### src/rtl/sw_pkg.sv
// Shared Smith-Waterman definitions: score width, boundary constants,
// base encoding and the feeder state type. Imported by the PE array,
// the result collector and the feeder.
package sw_pkg;

    localparam int unsigned W = 12;

    // Boundary "minus infinity" for the F (gap) recurrence.
    localparam logic [11:0] NINF = 12'b1110_0000_0000;

    typedef logic [1:0] base_t;

    localparam base_t BASE_A = 2'd0;
    localparam base_t BASE_C = 2'd1;
    localparam base_t BASE_G = 2'd2;
    localparam base_t BASE_T = 2'd3;

    typedef enum logic [2:0] {
        ST_IDLE   = 3'd0,
        ST_LOAD   = 3'd1,
        ST_DROP   = 3'd2,
        ST_STREAM = 3'd3,
        ST_GAP    = 3'd4
    } sw_feeder_state_t;

endpackage

### src/rtl/sw_feeder_if.sv
// Feeder bus: host-side ready/valid base stream plus the PE0 boundary
// outputs. The feeder takes the slave side, the host/bench the master side.
interface sw_feeder_if #(
    parameter int unsigned W = 12
);
    import sw_pkg::*;

    logic         in_valid;
    logic         in_ready;
    base_t        in_base;
    logic         in_last;
    base_t        t_out;
    logic [W-1:0] v_out;
    logic [W-1:0] f_out;
    logic [W-1:0] max_out;
    logic         valid_out;

    modport master (
        output in_valid, in_base, in_last,
        input  in_ready, t_out, v_out, f_out, max_out, valid_out
    );

    modport slave (
        input  in_valid, in_base, in_last,
        output in_ready, t_out, v_out, f_out, max_out, valid_out
    );

endinterface

### src/rtl/sw_feeder_mem.sv
// Target sequence buffer: DEPTH x 2-bit simple dual-port RAM, synchronous
// write, registered read with one cycle of latency. Contents are not reset.
// The read register returns zero on cycles without a read so it can drive
// t_out directly and stay at zero outside a burst.
module sw_feeder_mem
    import sw_pkg::*;
#(
    parameter int unsigned DEPTH = 256,
    parameter int unsigned AW    = $clog2(DEPTH)
) (
    input  logic          clk,
    input  logic          wr_en,
    input  logic [AW-1:0] waddr,
    input  base_t         wdata,
    input  logic          rd_en,
    input  logic [AW-1:0] raddr,
    output base_t         rdata
);

    base_t mem [DEPTH];

    // Write port.
    always_ff @(posedge clk) begin
        if (wr_en) begin
            mem[waddr] <= wdata;
        end
    end

    // Registered read port; zero when no read was issued.
    always_ff @(posedge clk) begin
        if (rd_en) begin
            rdata <= mem[raddr];
        end else begin
            rdata <= '0;
        end
    end

endmodule

### src/rtl/sw_feeder.sv
// Upstream feeder for the Smith-Waterman PE array. Buffers a whole target
// sequence from the host, then plays it to PE0 as one gap-free valid burst
// followed by GAP_CYCLES invalid cycles so every PE returns to idle.
// Optional feature: define SW_FEEDER_ERR_EN to add a sticky truncation flag
// output `err`.
module sw_feeder
#(
    parameter int unsigned DEPTH      = 256,
    parameter int unsigned W          = sw_pkg::W,
    parameter int unsigned GAP_CYCLES = 1
) (
    input  logic       clk,
    input  logic       rst,
    sw_feeder_if.slave bus,
    output logic       busy
`ifdef SW_FEEDER_ERR_EN
    ,
    output logic       err
`endif
);

    import sw_pkg::*;

    localparam int unsigned AW = $clog2(DEPTH);
    localparam int unsigned PW = AW + 1;
    localparam int unsigned GW = $clog2(GAP_CYCLES + 1) + 1;

    localparam logic [PW-1:0] LAST_ENTRY = PW'(DEPTH - 1);
    localparam logic [PW-1:0] FULL_LEN   = PW'(DEPTH);
    localparam logic [GW-1:0] GAP_END    = GW'(GAP_CYCLES);
    localparam logic [W-1:0]  F_NINF     = W'($signed(NINF));

    sw_feeder_state_t state_q, state_d;

    logic [PW-1:0] wr_ptr_q;
    logic [PW-1:0] rd_ptr_q;
    logic [PW-1:0] len_q;
    logic [GW-1:0] gap_q;
    logic          in_ready_q;
    logic          valid_q;
    logic [W-1:0]  f_q;
    logic          busy_q;

    logic  beat;
    logic  loading;
    logic  wr_en;
    logic  rd_en;
    base_t rd_data;

    assign beat    = bus.in_valid && in_ready_q;
    assign loading = (state_q == ST_IDLE) || (state_q == ST_LOAD);
    assign wr_en   = beat && loading;
    assign rd_en   = (state_q == ST_STREAM) && !rst;

    sw_feeder_mem #(
        .DEPTH (DEPTH),
        .AW    (AW)
    ) u_mem (
        .clk   (clk),
        .wr_en (wr_en),
        .waddr (wr_ptr_q[AW-1:0]),
        .wdata (bus.in_base),
        .rd_en (rd_en),
        .raddr (rd_ptr_q[AW-1:0]),
        .rdata (rd_data)
    );

    // Next-state selection. IDLE and LOAD share the write path because
    // wr_ptr is zero in IDLE, so the first beat follows the same rules.
    always_comb begin
        state_d = state_q;
        case (state_q)
            ST_IDLE, ST_LOAD: begin
                if (beat) begin
                    if (bus.in_last) begin
                        state_d = ST_STREAM;
                    end else if (wr_ptr_q == LAST_ENTRY) begin
                        state_d = ST_DROP;
                    end else begin
                        state_d = ST_LOAD;
                    end
                end
            end
            ST_DROP: begin
                if (beat && bus.in_last) begin
                    state_d = ST_STREAM;
                end
            end
            ST_STREAM: begin
                if (rd_ptr_q == len_q - PW'(1)) begin
                    state_d = ST_GAP;
                end
            end
            ST_GAP: begin
                // GAP also covers the cycle carrying the last read result,
                // hence GAP_CYCLES+1 cycles in this state.
                if (gap_q == GAP_END) begin
                    state_d = ST_IDLE;
                end
            end
            default: state_d = ST_IDLE;
        endcase
    end

    // State, pointers, length and registered outputs.
    always_ff @(posedge clk) begin
        if (rst) begin
            state_q    <= ST_IDLE;
            wr_ptr_q   <= '0;
            rd_ptr_q   <= '0;
            len_q      <= '0;
            gap_q      <= '0;
            in_ready_q <= 1'b0;
            valid_q    <= 1'b0;
            f_q        <= '0;
            busy_q     <= 1'b0;
        end else begin
            state_q    <= state_d;
            in_ready_q <= (state_d == ST_IDLE) || (state_d == ST_LOAD) ||
                          (state_d == ST_DROP);
            busy_q     <= (state_d != ST_IDLE);
            valid_q    <= (state_q == ST_STREAM);
            f_q        <= (state_q == ST_STREAM) ? F_NINF : '0;

            if (wr_en) begin
                wr_ptr_q <= wr_ptr_q + PW'(1);
                if (bus.in_last) begin
                    len_q <= wr_ptr_q + PW'(1);
                end else if (wr_ptr_q == LAST_ENTRY) begin
                    len_q <= FULL_LEN;
                end
            end

            if (state_q == ST_STREAM) begin
                rd_ptr_q <= rd_ptr_q + PW'(1);
            end

            if (state_q == ST_GAP) begin
                gap_q <= gap_q + GW'(1);
            end else begin
                gap_q <= '0;
            end

            if (state_d == ST_IDLE) begin
                wr_ptr_q <= '0;
                rd_ptr_q <= '0;
            end
        end
    end

`ifdef SW_FEEDER_ERR_EN
    logic err_q;

    // Sticky truncation flag, set together with entry to DROP.
    always_ff @(posedge clk) begin
        if (rst) begin
            err_q <= 1'b0;
        end else if (loading && state_d == ST_DROP) begin
            err_q <= 1'b1;
        end
    end

    assign err = err_q;
`endif

    assign bus.in_ready  = in_ready_q;
    assign bus.valid_out = valid_q;
    assign bus.t_out     = rd_data;
    assign bus.f_out     = f_q;
    assign bus.v_out     = '0;
    assign bus.max_out   = '0;
    assign busy          = busy_q;

endmodule
### src/flat_wrapper.sv
// flat-port wrapper written by rule: the top's interface ports become plain ports
module sw_feeder_flat import sw_pkg::*;
#(
    parameter int unsigned DEPTH      = 256,
    parameter int unsigned W          = sw_pkg::W,
    parameter int unsigned GAP_CYCLES = 1
)
  (clk, rst, busy, bus_in_valid, bus_in_base, bus_in_last, bus_in_ready, bus_t_out, bus_v_out, bus_f_out, bus_max_out, bus_valid_out);
  sw_feeder_if #(.W(W)) bus_i ();
  input  logic clk;
  input  logic rst;
  output logic busy;
  input wire logic [$bits(bus_i.in_valid)-1:0] bus_in_valid;
  input wire logic [$bits(bus_i.in_base)-1:0] bus_in_base;
  input wire logic [$bits(bus_i.in_last)-1:0] bus_in_last;
  output wire logic [$bits(bus_i.in_ready)-1:0] bus_in_ready;
  output wire logic [$bits(bus_i.t_out)-1:0] bus_t_out;
  output wire logic [$bits(bus_i.v_out)-1:0] bus_v_out;
  output wire logic [$bits(bus_i.f_out)-1:0] bus_f_out;
  output wire logic [$bits(bus_i.max_out)-1:0] bus_max_out;
  output wire logic [$bits(bus_i.valid_out)-1:0] bus_valid_out;
  assign bus_i.in_valid = bus_in_valid;
  assign bus_i.in_base = bus_in_base;
  assign bus_i.in_last = bus_in_last;
  assign bus_in_ready = bus_i.in_ready;
  assign bus_t_out = bus_i.t_out;
  assign bus_v_out = bus_i.v_out;
  assign bus_f_out = bus_i.f_out;
  assign bus_max_out = bus_i.max_out;
  assign bus_valid_out = bus_i.valid_out;
  sw_feeder #(.DEPTH(DEPTH), .W(W), .GAP_CYCLES(GAP_CYCLES)) u_core (.clk(clk), .rst(rst), .bus(bus_i), .busy(busy));
endmodule
### config.mk
export PLATFORM = sky130hd
export DESIGN_NAME = sw_feeder_flat
export DESIGN_NICKNAME = d
export VERILOG_FILES = /design/src/rtl/sw_pkg.sv /design/src/rtl/sw_feeder_if.sv /design/src/rtl/sw_feeder_mem.sv /design/src/rtl/sw_feeder.sv /design/src/flat_wrapper.sv
export SDC_FILE = /design/constraint.sdc
export NUM_CORES = 1
export LEC_CHECK = 0
export CAP_MARGIN = 20
export CORE_MARGIN = 2
export CORE_UTILIZATION = 40
export DETAILED_ROUTE_END_ITERATION = 10
export GPL_TIMING_DRIVEN = 0
export SYNTH_ARGS = -nofsm -noshare
export SYNTH_HDL_FRONTEND = slang
export SYNTH_SLANG_ARGS = --single-unit
export TNS_END_PERCENT = 30
### constraint.sdc
create_clock -name clk -period 6 [get_ports clk]
set_clock_uncertainty 0.05 [all_clocks]
set_input_delay 1.2 -clock clk [delete_from_list [all_inputs] [get_ports clk]]
set_output_delay 1.2 -clock clk [all_outputs]
set_load 0.03 [all_outputs]
==> metrics.log, run 1 <==
INFO  metric power.clock.fraction = 0.441
INFO  metric timing.critical_path.mode_cell = sky130_fd_sc_hd__clkbuf_1
INFO  metric wl = 62730 um
INFO  metric start_util = 0.4030
INFO  metric relSlewSlack = 0.2372
INFO  metric critical_path.max_fanout = 10
INFO  metric tritoncts_clock_tree = built
INFO  metric fill_cells = 4947
INFO  metric row_count = 88
INFO  metric place_inst = 2279
INFO  metric dpl_worst_slack = around 1.7 ns
INFO  metric count_of_input_and_output_buffers = 13
INFO  metric number_of_antenna_violations_at_the_first_check_in_global_routing = 2
INFO  metric ant_nets = 0
INFO  metric maxSlewViolCount = 0
INFO  metric max-cap-violations = 0
INFO  metric synth.avg_cell_area = 15.78 sq um
INFO  metric mostFrequentLayoutCell = sky130_fd_sc_hd__edfxtp_1
INFO  metric gr-usage-all-layers = 0.2104
INFO  metric h-tree-depth = 2
INFO  metric dpl.hpwl = slightly above 40000 um
INFO  metric post_cts_buffers = 0
INFO  metric number_of_different_library_cells_in_the_post_synthesis_netlist = 64
INFO  metric seq_area_frac_synth = 0.6970
INFO  metric critical_path.max_stage_delay = 0.49 ns
INFO  metric ctsHoldBuffers = 0
INFO  metric synth-edff-count = 512
INFO  metric hold_class = register to register
INFO  metric ys.flop_type = sky130_fd_sc_hd__edfxtp_1
INFO  metric timing.final.crit_share = 0.6549
INFO  metric finish.cell_count_without_fillers = 2383
INFO  metric most-common-layout-cells = 512 x sky130_fd_sc_hd__edfxtp_1, 298 x sky130_fd_sc_hd__nor2_1, 107 x sky130_fd_sc_hd__mux4_2, 74 x sky130_fd_sc_hd__clkbuf_1, 65 x sky130_fd_sc_hd__mux2i_1
INFO  metric post_route_cell_area = between 0.02 and 0.03 sq mm
INFO  metric postSynthRegisterBits = 549
INFO  metric firstDrtPassIters = 5
INFO  metric via_per_inst = around 5.7
INFO  metric static_leak = 0.007913 uW
INFO  metric area.sequential = 0.01612 sq mm
INFO  metric setup.worst_path.end_class = register
INFO  metric cts_resized = 0
INFO  metric setup_viol_count_final = 0
INFO  metric criticalPathCategory = register to register
INFO  metric route.vias.total = roughly 13k
INFO  metric grt_setup_unrepaired = no
INFO  metric internal-power = 6184 uW
INFO  metric ioPinCount = 47
INFO  metric floorplan.core_area = between 0.05 and 0.06 sq mm
INFO  metric critical_path.cell_chain = clkbuf_1, and2_0, clkbuf_1, nand4_1, nor2_1, ha_1, nand2b_1, mux2i_1, nor4_1, or4_1, nand3_1, clkbuf_1, nor2_1
INFO  metric cp.arrival = 4.37 ns
INFO  metric fin_nets = 1586
INFO  metric sort_of_element_at_the_start_of_the_critical_path = register
INFO  metric die_area = roughly 0.060 sq mm
INFO  metric max-clock-path-buffers = 3
INFO  metric post_detailed_route_wirelength_per_cell = 26.32 um
INFO  metric detailedRoute.firstIterationViolations = approximately 1.7k
INFO  metric netlist_instances = 1465
INFO  metric grt_remaining_overflow = 0
INFO  metric fraction_of_registers_with_async_set_or_reset_after_synthesis = 0
INFO  metric flow.area_growth_from_synthesis = 13.33%
INFO  metric netlist.area_leader.share = 0.6650
INFO  metric outcome = finished clean
INFO  metric synth_top_cells_by_area = sky130_fd_sc_hd__edfxtp_1 67%, sky130_fd_sc_hd__mux4_2 10%, sky130_fd_sc_hd__nor2_1 4.8%
INFO  metric yosysWarningCount = 0
INFO  metric gp_routability_congestion = 0.8907
INFO  metric yosys.area.top_type = sky130_fd_sc_hd__edfxtp_1
INFO  metric worstMarginPinSlew = around 1.1 ns
INFO  metric drcViolationCount = 0
INFO  metric grt_max_degree = 138
INFO  metric grt_pass1_wl = 91000 um
INFO  metric cts_inserted_buffers = 56
INFO  metric p_comb_frac = 0.021
INFO  metric final_critical_path_setup_slack = 2.070 ns
INFO  metric floorplan.die.width = 244.4 um
INFO  metric clock_latency_on_the_worst_skew_pair = 0.62 ns
INFO  metric clock_tree.root_cell = sky130_fd_sc_hd__clkbuf_16
INFO  metric layout-drive-gt1-share = 0.1650
INFO  metric swShare = 0.2053
INFO  metric period_needed = 3.930 ns
INFO  metric place_area = 0.02442 sq mm
INFO  metric slowest_stage = sky130_fd_sc_hd__or4_1
INFO  metric grt_pass1_vias = approximately 14k
INFO  metric data_required_time_of_the_worst_path = 6.44 ns
INFO  metric achievable-frequency = 0.2545 GHz
INFO  metric timing.final.hold_violations = 0
INFO  metric irDropWorstVdd = 0.0001896 V
INFO  metric p_per_area = 296.9 mW/mm^2
INFO  metric sequential_group_share_of_total_power = 0.538
INFO  metric syn_area = 0.02312 sq mm
INFO  metric antenna_cells_inserted = 0
INFO  metric net-switching-power = approximately 1600 uW
INFO  metric clock_sink_count = between 500 and 600
INFO  metric die_h = 244.4 um
INFO  metric total_area_of_multi_input_combinational_cells = 0.006320 sq mm
INFO  metric clock_transition_time_at_the_flip_flop_clock_pins_of_the_worst_setup_and_hold_paths = 0.06 ns
## sequential cells by signal, indices dropped and copies added, names as in the netlist
register / count
u_core.bus.f_out: 1
u_core.busy: 1
u_core.u_mem.rdata: 2
u_core.wr_ptr_q: 9
u_core.rd_ptr_q: 9
u_core.u_mem.mem: 512
u_core.state_q: 3
u_core.gap_q: 2
u_core.bus.in_ready: 1
u_core.len_q: 9
## path summary, 6_finish.rpt
kind / startpoint / end / slack (ns) / cells past startpoint
max reg2reg: u_core.wr_ptr_q[4] / u_core.rd_ptr_q[4] / 2.07 / 13
min reg2reg: u_core.gap_q[0] / u_core.gap_q[0] / 0.37 / 1
max: u_core.wr_ptr_q[4] / u_core.rd_ptr_q[4] / 2.07 / 13
min: u_core.gap_q[0] / u_core.gap_q[0] / 0.37 / 1
## per-stage QoR
step	setup TNS [ns]	utilization	power, uW	hold WS [ns]
2_1_floorplan	0	-	4350	0.3487
3_3_place_gp	-1619.31	0.4241	4460	0.3562
3_5_place_dp	0	0.4257	4429	0.3742
4_1_cts	0	0.4568	7819	0.3829
5_1_grt	0	0.4568	7982	0.4012
6_report	0	0.4568	7781	0.3732
## Yosys cell counts, types with 15 or more instances
master / n
sky130_fd_sc_hd__edfxtp_1: 512
sky130_fd_sc_hd__dfxtp_1: 37
sky130_fd_sc_hd__nand2_1: 46
sky130_fd_sc_hd__nand3_1: 22
sky130_fd_sc_hd__xnor2_1: 15
sky130_fd_sc_hd__nor2_1: 298
sky130_fd_sc_hd__a21oi_1: 24
sky130_fd_sc_hd__clkbuf_1: 59
sky130_fd_sc_hd__mux4_2: 107
sky130_fd_sc_hd__and2_1: 18
sky130_fd_sc_hd__mux2i_1: 65
sky130_fd_sc_hd__buf_4: 44
sky130_fd_sc_hd__xor2_1: 15
## worst max-delay path, delay by kind of cell, from the launching register on
family	cells	cell delay, ns
flops	1	0.30
fa+ha+maj	1	0.22
simple gates	8	1.89
mux	1	0.14
buf+inv	3	1.19
## cell families after synthesis
group | count (synthesis) | synth area share
compound gates | 117 | 0.03550
fa+ha+maj | 8 | 0.004330
simple gates | 437 | 0.08069
flops | 549 | 0.6970
other cells | 1 | 0.0001622
xor+xnor | 30 | 0.01137
mux | 177 | 0.1361
buf+inv | 146 | 0.03480
## routing by layer
layer  vias to the layer above  part of all wire  global-route usage
met5                         -           0.00016                   0
met4                         2             0.031             0.06654
met3                       110             0.084             0.03622
met2                       661              0.48              0.3384
met1                      6947              0.41              0.2928
li1                       5747                 -                   -
## layout make-up
cell class              count  share of cell area
flip-flops and latches    549              0.6150
multi-input cells         802              0.2412
clock buffers              72             0.05658
well taps                 765             0.03653
plain buffers             133             0.02884
clock inverters            32             0.01136
repair buffers             17            0.008595
inverters                  13            0.001862
## power groups by stage
stage	sequential, uW	combinational (uW)	clock [uW]
finish	4190	161	3430
global route	4190	173	3620
CTS	4190	160	3470
detailed placement	4270	160	0
global placement	4310	152	0
floorplan	4270	78.7	0
No activity file was read; power rests on OpenSTA's default activity.
==> run 2: changes to the inputs <==
==> constraint.sdc (replaced) <==
create_clock -name clk -period 3.5 [get_ports clk]
set_clock_uncertainty 0.05 [all_clocks]
set_input_delay 0.7 -clock clk [delete_from_list [all_inputs] [get_ports clk]]
set_output_delay 0.7 -clock clk [all_outputs]
set_load 0.03 [all_outputs]
==> run 2 against run 1 <==
First-iteration DRC count fell by 4.2%. Setup slack got worse by 2.0 ns. Hold slack barely moved. Sequential power rose by 71%. Final area barely moved. Via count barely moved. Global-route usage barely moved. Total power rose by 71%. Fmax rose by 15%. Count of clock-buffer cells in the layout did not move. Critical endpoint is now u_core.u_mem.rdata[1]. Highest routed layer unchanged.
==> metrics.log, run 2 (synthesized netlist as in run 1, its figures left out) <==
INFO  metric finalSetupTns = 0 ns (unchanged)
INFO  metric hold_class = register to register
INFO  metric clock_latency_on_the_worst_skew_pair = 0.62 ns (about the same)
INFO  metric area.sequential = 0.01612 sq mm (unchanged)
INFO  metric setup_viol_count_final = 0 (unchanged)
INFO  metric tritoncts_clock_tree = built
INFO  metric floorplan.die.width = 244.4 um (unchanged)
INFO  metric detailedRoute.firstIterationViolations = 1627 (-4.2%)
INFO  metric p_per_area = 508.8 mW/mm^2 (+71%)
INFO  metric total_area_of_multi_input_combinational_cells = 0.006332 sq mm (+0.20%)
INFO  metric cp.arrival = 3.84 ns (-0.53 ns)
INFO  metric setup.worst_path.end_class = register
INFO  metric finalHoldWorstSlack = 0.3731 ns (-0.00005500 ns)
INFO  metric grt_max_degree = 138 (unchanged)
INFO  metric timing.final.hold_violations = 0 (unchanged)
INFO  metric clock_sink_count = 549 (unchanged)
INFO  metric via_per_inst = 5.659 (+0.13%)
INFO  metric data_required_time_of_the_worst_path = 3.92 ns (-2.52 ns)
INFO  metric firstDrtPassIters = 7 (+2)
INFO  metric criticalPathCategory = register to register
INFO  metric rrSetupSlack = 0.08 ns (-1.99 ns)
INFO  metric floorplan.core_area = 0.05737 sq mm (unchanged)
INFO  metric critical_path.cell_chain = buf_4, buf_4, buf_4, mux4_2, mux2i_1, nor2_1, or4_1, a32o_1
INFO  metric antenna_cells_inserted = 0 (unchanged)
INFO  metric ant_nets = 0 (unchanged)
INFO  metric grt_pass1_vias = 13.63k (-0.21%)
INFO  metric drcViolationCount = 0 (unchanged)
INFO  metric clock_tree.root_cell = sky130_fd_sc_hd__clkbuf_16
INFO  metric sort_of_element_at_the_start_of_the_critical_path = register
INFO  metric grt_setup_unrepaired = no
INFO  metric registers.top_by_ff_count = u_core.u_mem.mem
INFO  metric mostFrequentLayoutCell = sky130_fd_sc_hd__edfxtp_1
INFO  metric count_of_input_and_output_buffers = 13 (unchanged)
INFO  metric timing.final.crit_share = 0.9768 (+0.3219)
INFO  metric relSlewSlack = 0.2661 (+0.02889)
INFO  metric max-cap-violations = 0 (unchanged)
INFO  metric fill_cells = 4953 (+0.12%)
INFO  metric clock_transition_time_at_the_flip_flop_clock_pins_of_the_worst_setup_and_hold_paths = 0.06 ns (about the same)
INFO  metric dpl.hpwl = 40860 um (unchanged)
INFO  metric achievable-frequency = 0.2925 GHz (+15%)
INFO  metric post_detailed_route_wirelength_per_cell = 26.33 um (about the same)
INFO  metric cp_top_family = buffers and inverters
INFO  metric gp_routability_congestion = 0.8907 (unchanged)
INFO  metric start_util = 0.4030 (unchanged)
INFO  metric cts_inserted_buffers = 56 (unchanged)
INFO  metric die_h = 244.4 um (unchanged)
INFO  metric flow.area_growth_from_synthesis = 13.42% (about the same)
INFO  metric route.vias.total = 13.46k (-0.037%)
INFO  metric gr-usage-all-layers = 0.2100 (-0.0003381)
INFO  metric row_count = 88 (unchanged)
INFO  metric number_of_antenna_violations_at_the_first_check_in_global_routing = 1 (-1)
INFO  metric ioPinCount = 47 (unchanged)
INFO  metric cp.buffers_inverters = 3 (unchanged)
INFO  metric die_area = 0.05974 sq mm (unchanged)
INFO  metric static_leak = 0.007931 uW (+0.23%)
INFO  metric most-common-layout-cells = 512 x sky130_fd_sc_hd__edfxtp_1, 298 x sky130_fd_sc_hd__nor2_1, 107 x sky130_fd_sc_hd__mux4_2, 69 x sky130_fd_sc_hd__clkbuf_1, 65 x sky130_fd_sc_hd__mux2i_1
INFO  metric largest_register_ff_count = 512 (unchanged)
INFO  metric grt_remaining_overflow = 0 (unchanged)
INFO  metric period_needed = 3.419 ns (-0.5108 ns)
INFO  metric wl = 62640 um (-0.14%)
INFO  metric layout-drive-gt1-share = 0.1716 (+0.006605)
INFO  metric h-tree-depth = 2 (unchanged)
INFO  metric outcome = finished clean
INFO  metric slowest_stage = sky130_fd_sc_hd__or4_1
INFO  metric irDropWorstVdd = 0.0003253 V (+72%)
INFO  metric grt_pass1_wl = 90880 um (-0.14%)
INFO  metric max-clock-path-buffers = 3 (unchanged)
INFO  metric maxSlewViolCount = 0 (unchanged)
INFO  metric ctsHoldBuffers = 0 (unchanged)
INFO  metric critical_path.max_fanout = 19 (+9)
INFO  metric fin_nets = 1582 (-0.25%)
INFO  metric timing.critical_path.mode_cell = sky130_fd_sc_hd__buf_4
INFO  metric worstMarginPinSlew = 1.101 ns (-0.04334 ns)
INFO  metric critical_path.max_stage_delay = 0.60 ns (+0.11 ns)
INFO  metric post_cts_buffers = 0 (unchanged)
==> run 2: cell types whose count changed in the layout (fill, tap and decap cells not counted), sizes merged <==
cell  delta
buf      -4
==> run 2: metal layers <==
layer  global-route usage  wire length, um
met5                    0                9
met4              0.06277             1908
met3              0.03753             5207
met2               0.3407            29620
met1               0.2904            25890
==> run 2: where the power goes <==
| part | total, uW | internal, uW | leakage [uW] | switching, uW |
|---|---|---|---|---|
| Sequential | 7180 | 7170 | 0.00490 | 6.75 |
| Clock | 5890 | 3360 | 0.000866 | 2530 |
| Combinational | 277 | 71.2 | 0.00217 | 206 |
| Total | 13300 | 10600 | 0.00793 | 2740 |
==> run 2: worst reg2reg max path, cell delays in order (launching register included) <==
cell and delay (ns):
sky130_fd_sc_hd__dfxtp_1 0.41, sky130_fd_sc_hd__buf_4 0.28, sky130_fd_sc_hd__buf_4 0.40, sky130_fd_sc_hd__buf_4 0.47
sky130_fd_sc_hd__mux4_2 0.37, sky130_fd_sc_hd__mux2i_1 0.27, sky130_fd_sc_hd__nor2_1 0.06, sky130_fd_sc_hd__or4_1 0.60
sky130_fd_sc_hd__a32o_1 0.36
==> run 2: per-stage QoR <==
stage / area (sq um) / worst slack (ns) / utilization / instances / power (uW)
2_1_floorplan: 23240 / 0.6643 / - / 1497 / 7457
3_3_place_gp: 24330 / -5.193 / 0.4241 / 2275 / 7646
3_5_place_dp: 24420 / -0.4198 / 0.4257 / 2279 / 7593
4_1_cts: 26230 / 0.002907 / 0.4573 / 2381 / 13400
5_1_grt: 26220 / 0.005449 / 0.4571 / 2379 / 13690
6_report: 26220 / 0.08124 / 0.4571 / 2379 / 13340
==> run 2: layout make-up <==
type,instances,area share
repair buffers,17,0.008589
flip-flops and latches,549,0.6146
inverters,13,0.001861
clock inverters,32,0.01136
clock buffers,72,0.05654
plain buffers,129,0.02911
well taps,765,0.03650
multi-input cells,802,0.2415
==> run 2: final timing paths <==
path	start	endpoint	cells past startpoint
worst max register to register	u_core.rd_ptr_q[1]	u_core.u_mem.rdata[1]	8
worst max-delay path	u_core.rd_ptr_q[1]	u_core.u_mem.rdata[1]	8
worst min-delay path	u_core.gap_q[0]	u_core.gap_q[0]	1
worst min register to register	u_core.gap_q[0]	u_core.gap_q[0]	1
==> run 2: timing repair <==
action / in CTS / in global routing
pin swaps: 0 / 1
resized for setup: 17 / 13
endpoints found under the setup margin: 12 / 12
